## src/rtl/espsid_clk_pkg.sv

```systemverilog
// Shared definitions for the SID phi2 clock NCO.
//   ACC_W_DEF : default phase-accumulator width
//   MODE_*    : encodings of the mode_sel input
//   calc_inc  : elaboration-time increment calculation with round-to-nearest
package espsid_clk_pkg;

    localparam int unsigned ACC_W_DEF = 32'd24;

    localparam logic [1:0] MODE_A    = 2'b00;
    localparam logic [1:0] MODE_B    = 2'b01;
    localparam logic [1:0] MODE_CUST = 2'b10;
    localparam logic [1:0] MODE_STOP = 2'b11;

    // The accumulator wraps twice per output period (one wrap per half-period),
    // hence the factor of two. Adding sys_clk/2 before dividing rounds to nearest.
    function automatic longint unsigned calc_inc(
        input longint unsigned sys_clk,
        input longint unsigned f_out,
        input int unsigned     acc_w
    );
        longint unsigned num;
        num = (64'd2 * f_out) << acc_w;
        return (num + (sys_clk >> 1)) / sys_clk;
    endfunction

endpackage

```

## src/rtl/sid_nco_core.sv

```systemverilog
// Phase accumulator core of the SID clock NCO.
// Adds active_inc_i to the accumulator on every enabled cycle; every carry out
// of the accumulator toggles sid_clk_o. The matching strobe is registered on
// the same edge as the new level, so strobe and level appear together.
// Ports:
//   clk        : system clock
//   rst        : synchronous active-low reset
//   en_i       : 1 = accumulate, 0 = hold accumulator and level
//   active_inc_i : increment in use (0 = stopped)
//   sid_clk_o  : registered SID phi2 clock
//   rise_stb_o : one-cycle pulse with sid_clk_o becoming 1
//   fall_stb_o : one-cycle pulse with sid_clk_o becoming 0
//   carry_o    : combinational, a toggle is being registered this cycle
module sid_nco_core
    import espsid_clk_pkg::*;
#(
    parameter int unsigned ACC_W = ACC_W_DEF
) (
    input  logic             clk,
    input  logic             rst,
    input  logic             en_i,
    input  logic [ACC_W-1:0] active_inc_i,
    output logic             sid_clk_o,
    output logic             rise_stb_o,
    output logic             fall_stb_o,
    output logic             carry_o
);

    logic [ACC_W-1:0] acc_q;
    logic [ACC_W-1:0] acc_d;
    logic             sid_q;
    logic             sid_d;
    logic             rise_q;
    logic             rise_d;
    logic             fall_q;
    logic             fall_d;
    logic [ACC_W:0]   sum_s;
    logic             step_s;

    // Next-state logic: accumulate, detect carry, toggle level and raise strobe.
    always_comb begin
        step_s  = en_i && (active_inc_i != {ACC_W{1'b0}});
        sum_s   = {1'b0, acc_q} + {1'b0, active_inc_i};
        carry_o = 1'b0;
        acc_d   = acc_q;
        sid_d   = sid_q;
        rise_d  = 1'b0;
        fall_d  = 1'b0;
        if (step_s) begin
            acc_d = sum_s[ACC_W-1:0];
            if (sum_s[ACC_W]) begin
                // Increment is below half the range, so at most one carry per cycle.
                carry_o = 1'b1;
                sid_d   = ~sid_q;
                rise_d  = ~sid_q;
                fall_d  = sid_q;
            end else begin
                carry_o = 1'b0;
            end
        end else begin
            acc_d = acc_q;
        end
    end

    // State register for accumulator, clock level and strobes.
    always_ff @(posedge clk) begin
        if (!rst) begin
            acc_q  <= {ACC_W{1'b0}};
            sid_q  <= 1'b0;
            rise_q <= 1'b0;
            fall_q <= 1'b0;
        end else begin
            acc_q  <= acc_d;
            sid_q  <= sid_d;
            rise_q <= rise_d;
            fall_q <= fall_d;
        end
    end

    assign sid_clk_o  = sid_q;
    assign rise_stb_o = rise_q;
    assign fall_stb_o = fall_q;

endmodule

```

## src/rtl/sid_clk_nco.sv

```systemverilog
// SID phi2 clock generator using a phase-accumulator NCO.
// Selects between two preset increments, a host-programmable increment and
// stop; rate changes take effect only on a rising sid_clk boundary so the
// output never glitches.
// Optional feature macro: SID_CYCLE_COUNT_EN adds cycle_cnt, a 32-bit count of
// rising edges for host-side timestamping.
// Ports:
//   clk, rst      : system clock, synchronous active-low reset
//   en            : 1 = run, 0 = freeze accumulator and sid_clk
//   mode_sel      : 00 preset A, 01 preset B, 10 custom, 11 stop
//   inc_wr/inc_data : custom increment write strobe and value
//   inc_err       : one-cycle pulse after a rejected write
//   upd_pending   : selected increment differs from active increment
//   sid_clk       : SID phi2 clock
//   rise_stb/fall_stb : single-cycle edge strobes aligned with sid_clk
//   cycle_cnt     : rising-edge count (SID_CYCLE_COUNT_EN only)
module sid_clk_nco
    import espsid_clk_pkg::*;
#(
    parameter int unsigned SYS_CLK     = 32'd20000000,
    parameter int unsigned CLK_OUT     = 32'd1000000,
    parameter int unsigned ALT_CLK_OUT = 32'd985248,
    parameter int unsigned ACC_W       = ACC_W_DEF
) (
    input  logic             clk,
    input  logic             rst,
    input  logic             en,
    input  logic [1:0]       mode_sel,
    input  logic             inc_wr,
    input  logic [ACC_W-1:0] inc_data,
    output logic             inc_err,
    output logic             upd_pending,
    output logic             sid_clk,
    output logic             rise_stb,
    output logic             fall_stb
`ifdef SID_CYCLE_COUNT_EN
    ,
    output logic [31:0]      cycle_cnt
`endif
);

    localparam longint unsigned INC_A_L  = calc_inc(64'(SYS_CLK), 64'(CLK_OUT), ACC_W);
    localparam longint unsigned INC_B_L  = calc_inc(64'(SYS_CLK), 64'(ALT_CLK_OUT), ACC_W);
    localparam longint unsigned INC_LIM  = 64'd1 << (ACC_W - 32'd1);
    localparam logic [ACC_W-1:0] INC_A   = INC_A_L[ACC_W-1:0];
    localparam logic [ACC_W-1:0] INC_B   = INC_B_L[ACC_W-1:0];

    // An increment of half the range or more would allow two toggles per cycle.
    if (INC_A_L == 64'd0 || INC_A_L >= INC_LIM) begin : g_bad_inc_a
        $error("sid_clk_nco: CLK_OUT gives an increment outside 1..2^(ACC_W-1)-1");
    end
    if (INC_B_L == 64'd0 || INC_B_L >= INC_LIM) begin : g_bad_inc_b
        $error("sid_clk_nco: ALT_CLK_OUT gives an increment outside 1..2^(ACC_W-1)-1");
    end

    logic [ACC_W-1:0] active_inc_q;
    logic [ACC_W-1:0] active_inc_d;
    logic [ACC_W-1:0] custom_inc_q;
    logic [ACC_W-1:0] custom_inc_d;
    logic             inc_err_q;
    logic             inc_err_d;
    logic [ACC_W-1:0] sel_inc_s;
    logic             wr_ok_s;
    logic             carry_s;
    logic             sid_clk_s;
    logic             boundary_s;

    sid_nco_core #(
        .ACC_W        (ACC_W)
    ) u_core (
        .clk          (clk),
        .rst          (rst),
        .en_i         (en),
        .active_inc_i (active_inc_q),
        .sid_clk_o    (sid_clk_s),
        .rise_stb_o   (rise_stb),
        .fall_stb_o   (fall_stb),
        .carry_o      (carry_s)
    );

    // Increment selected by mode_sel; stop maps to zero.
    always_comb begin
        sel_inc_s = INC_A;
        case (mode_sel)
            MODE_A:    sel_inc_s = INC_A;
            MODE_B:    sel_inc_s = INC_B;
            MODE_CUST: sel_inc_s = custom_inc_q;
            MODE_STOP: sel_inc_s = {ACC_W{1'b0}};
            default:   sel_inc_s = {ACC_W{1'b0}};
        endcase
    end

    // Custom write validation and rate-change boundary handling.
    always_comb begin
        // A rising toggle is the only safe point to swap increments.
        boundary_s   = carry_s & ~sid_clk_s;
        wr_ok_s      = (inc_data != {ACC_W{1'b0}}) && (inc_data[ACC_W-1] == 1'b0);
        custom_inc_d = custom_inc_q;
        inc_err_d    = 1'b0;
        active_inc_d = active_inc_q;
        if (inc_wr) begin
            if (wr_ok_s) begin
                custom_inc_d = inc_data;
            end else begin
                inc_err_d = 1'b1;
            end
        end else begin
            inc_err_d = 1'b0;
        end
        // sel_inc_s uses the pre-write custom_inc_q, so a write that coincides
        // with a boundary stays pending until the next one.
        if (en && (active_inc_q == {ACC_W{1'b0}})) begin
            // Stopped: no carry can ever occur, so restart immediately.
            active_inc_d = sel_inc_s;
        end else if (boundary_s) begin
            active_inc_d = sel_inc_s;
        end else begin
            active_inc_d = active_inc_q;
        end
    end

    // Increment and error registers.
    always_ff @(posedge clk) begin
        if (!rst) begin
            active_inc_q <= INC_A;
            custom_inc_q <= INC_A;
            inc_err_q    <= 1'b0;
        end else begin
            active_inc_q <= active_inc_d;
            custom_inc_q <= custom_inc_d;
            inc_err_q    <= inc_err_d;
        end
    end

    // Pending flag compares registered state against the current selection.
    always_comb begin
        upd_pending = (sel_inc_s != active_inc_q);
    end

    assign inc_err = inc_err_q;
    assign sid_clk = sid_clk_s;

`ifdef SID_CYCLE_COUNT_EN
    logic [31:0] cnt_q;
    logic [31:0] cnt_d;

    // Counter advances on the edge that raises rise_stb, so both update together.
    always_comb begin
        if (boundary_s) begin
            cnt_d = cnt_q + 32'd1;
        end else begin
            cnt_d = cnt_q;
        end
    end

    // Rising-edge counter register; wraps naturally at 2^32.
    always_ff @(posedge clk) begin
        if (!rst) begin
            cnt_q <= 32'd0;
        end else begin
            cnt_q <= cnt_d;
        end
    end

    assign cycle_cnt = cnt_q;
`endif

endmodule

```

## config.mk

```make
export PLATFORM = sky130hd
export DESIGN_NAME = sid_clk_nco
export DESIGN_NICKNAME = d
export VERILOG_FILES = /design/src/rtl/espsid_clk_pkg.sv /design/src/rtl/sid_nco_core.sv /design/src/rtl/sid_clk_nco.sv
export SDC_FILE = /design/constraint.sdc
export NUM_CORES = 1
export LEC_CHECK = 0
export BUFFER_PORTS_ARGS = -buffer_cell sky130_fd_sc_hd__buf_2
export CORE_ASPECT_RATIO = 1.2
export CORE_MARGIN = 2
export CORE_UTILIZATION = 65
export CTS_BUF_LIST = sky130_fd_sc_hd__clkbuf_16
export DETAILED_ROUTE_END_ITERATION = 8
export GPL_TIMING_DRIVEN = 1
export HOLD_SLACK_MARGIN = 0.03
export PLACE_DENSITY_LB_ADDON = 0.15
export SLEW_MARGIN = 10
export SYNTH_ARGS = -nofsm -noshare
export SYNTH_HDL_FRONTEND = slang
export SYNTH_SLANG_ARGS = --single-unit
```

## constraint.sdc

```tcl
create_clock -name clk -period 5 [get_ports clk]
set_input_delay 1 -clock clk [delete_from_list [all_inputs] [get_ports clk]]
set_output_delay 1 -clock clk [all_outputs]
set_load 0.005 [all_outputs]
```

==> results.sh <==
export IMPL_drtIter0Drc=228
export IMPL_status="finished clean"
export IMPL_ys_ff_latch=76
export IMPL_yosys_warnings=0
export IMPL_async_flop_share=0
export IMPL_post_route_min_period_ps=4260
export IMPL_num_rows=34
export IMPL_cts_root_buf="clkbuf_16"
export IMPL_post_dp_cell_area_um2=4920
export IMPL_h_tree_depth=3
export IMPL_drive_gt1_frac=0.109
export IMPL_max_freq_ghz=0.235
export IMPL_ios=35
export IMPL_syn_nets=655
export IMPL_ys_flop_type="dfxtp_1"
export IMPL_ctsResizeCount=0
export IMPL_core_area_um2=7150
export IMPL_initial_core_util=0.662
export IMPL_drt_pass1_iter_count=4
export IMPL_setup_tns_final_ps=0
export IMPL_dpl_cell_count=697
export IMPL_hpwlAfterDp_mm=9.10
export IMPL_clock_path_buffers=2
export IMPL_syn_inst=600
export IMPL_vias=4506
export IMPL_startpoint="mode_sel[0]"
export IMPL_min_from="u_core.acc_q[8]"
export IMPL_antenna_found_initial=0
export IMPL_startpoint_type="input port"
export IMPL_drc=0
export IMPL_gp_congestion=0.924
export IMPL_overflow=0
export IMPL_instances_no_fill=713
export IMPL_die_area_um2=7980
export IMPL_power_total_w=0.00152
export IMPL_crit_type="in -> out"
export IMPL_fin_area_um2=5200
export IMPL_cp_arrival_ps=3260
export IMPL_worst_path_max_fanout=30
export IMPL_die_h_um=97.5
export IMPL_grt_pass1_vias=4230
export IMPL_slew_violations=0
export IMPL_area_growth_synth_to_final_pct=9.92
export IMPL_vias_per_cell=6.32
export IMPL_clk_pin_slew_ps=60
export IMPL_wirelength_mm=12.7
export IMPL_cp_required_ps=4000
export IMPL_hold_viol=0
export IMPL_cap_violations=0
export IMPL_grt_use_total=0.331
export IMPL_avgSynthCellArea_um2=7.89
export IMPL_final_util=0.728
export IMPL_rsz0062_at_grt="false"
export IMPL_n_antenna_cell=0
export IMPL_hp_class="reg -> reg"
export IMPL_die_width_um=81.9
export IMPL_fin_crit_sh=0.853
export IMPL_cts_buffers=9
export IMPL_wl_per_cell_um=17.8
export IMPL_layout_nets=673
export IMPL_worst_slew_pin_slew_ps=1220
export IMPL_max_slew_margin=0.186
export IMPL_finalSetupViolCount=0
export IMPL_io_buffer_count=34
export IMPL_skew_ps=9.16
export IMPL_cts_sinks=76
export IMPL_cts_hold_buffers_added=0
export IMPL_ys_seq_area_frac=0.322
export IMPL_grt_max_degree=58
export IMPL_insertion_delay_ps=340
export IMPL_synth_edf_count=0
export IMPL_cts_tree="done"
export IMPL_ant_nets=0
export IMPL_rr_startpoint="active_inc_q[0]"
export IMPL_cp_end_kind="output pin"
export IMPL_p_leak_nw=2.30
export IMPL_power_density_nw_per_um2=293
export IMPL_syn_area_um2=4730
export IMPL_ys_types=60
export IMPL_peakVddDrop_v=0.000229
export IMPL_post_cts_buffers=0
export IMPL_grt_pass1_wl_mm=20.3
==> Yosys cell counts, types with 3 or more instances <==
master	instances	area [µm²]
o22ai_1	4	25.0
o31ai_1	8	60.1
nor4_1	9	56.3
mux2i_1	30	300
o21ai_0	48	240
a21oi_1	45	225
nor2_1	48	180
dfxtp_1	76	1520
and3_1	5	31.3
xnor2_1	12	105
o211ai_1	6	45.0
a31oi_1	5	31.3
nor2b_1	7	43.8
o311ai_0	3	26.3
nand2b_1	6	37.5
or3_1	5	31.3
o21a_1	3	22.5
a21o_1	11	82.6
a211oi_1	8	60.1
buf_1	3	11.3
nand2_1	79	297
inv_1	17	63.8
o21bai_1	5	37.5
xor2_1	12	105
nand4_1	11	68.8
clkbuf_1	18	67.6
nor3_1	6	30.0
nand3_1	33	165
buf_2	10	50.1
ha_1	24	300
==> through the flow <==
stage / hold WS (ps) / setup slack [ps]
4_1_cts: 461 / 736
5_1_grt: 487 / 536
2_1_floorplan: 436 / 1620
3_5_place_dp: 453 / 738
6_report: 460 / 736
3_3_place_gp: 442 / 753
==> cell usage in the layout (no fill, tap or decap), drive strengths merged, types with 12 or more instances in the layout <==
| master | count |
|---|---|
| buf | 39 |
| o21ai | 51 |
| dfxtp | 76 |
| xor2 | 12 |
| xnor2 | 12 |
| nand3 | 33 |
| nand2 | 79 |
| nor2 | 48 |
| ha | 24 |
| mux2i | 30 |
| a21oi | 46 |
| inv | 19 |
==> final timing paths <==
kind / to / slack (ps) / cells past startpoint
setup / recovery: upd_pending / 740 / 7
setup reg to reg: active_inc_q[11] / 2100 / 10
hold / removal: u_core.acc_q[8] / 460 / 2
hold reg to reg: u_core.acc_q[8] / 460 / 2
==> per-layer routing <==
layer | wire, µm | vias up | GRT usage
met3 | 557 | 23 | 0.0586
met1 | 5400 | 2134 | 0.403
met5 | 0 | - | 0
met2 | 6400 | 126 | 0.571
met4 | 368 | 0 | 0.119
li1 | - | 2223 | -
==> worst max-delay path: stages <==
cell and delay (ps):
buf_2 260, nor2b_1 700, a221oi_1 160, or3_1 380
a2111oi_0 380, nand4_1 210, buf_2 170
==> cell type report <==
class	instances	area, µm²
Clock buffer	9	225
Clock inverter	7	60.1
Fill cell	591	1950
Inverter	18	67.6
Multi-Input combinational cell	474	3010
Sequential cell	76	1520
Tap cell	90	113
Timing Repair Buffer	39	208
==> report_power, final <==
| part | internal, W | total (W) | leakage [nW] | switching (W) |
|---|---|---|---|---|
| registers | 0.000630 | 0.000651 | 0.620 | 0.0000207 |
| logic | 0.0000937 | 0.000233 | 1.53 | 0.000140 |
| clock network | 0.000380 | 0.000637 | 0.148 | 0.000257 |
==> flip-flops by register name, summed over array words and instances, names as in the netlist <==
name and count:
active_inc_q 24, custom_inc_q 24, inc_err 1, u_core.acc_q 24, u_core.fall_stb_o 1, u_core.rise_stb_o 1
u_core.sid_clk_o 1
==> logic make-up after synthesis <==
logic type,Yosys count,synth area share
and+or+nand+nor,220,0.218
AOI/OAI and AO/OA,173,0.236
DFF,76,0.322
buffers and inverters,50,0.0439
muxes,32,0.0682
adders and majority gates,25,0.0677
xor gates and xnor gates,24,0.0444
Note: power is estimated with default switching activity, not from simulation.
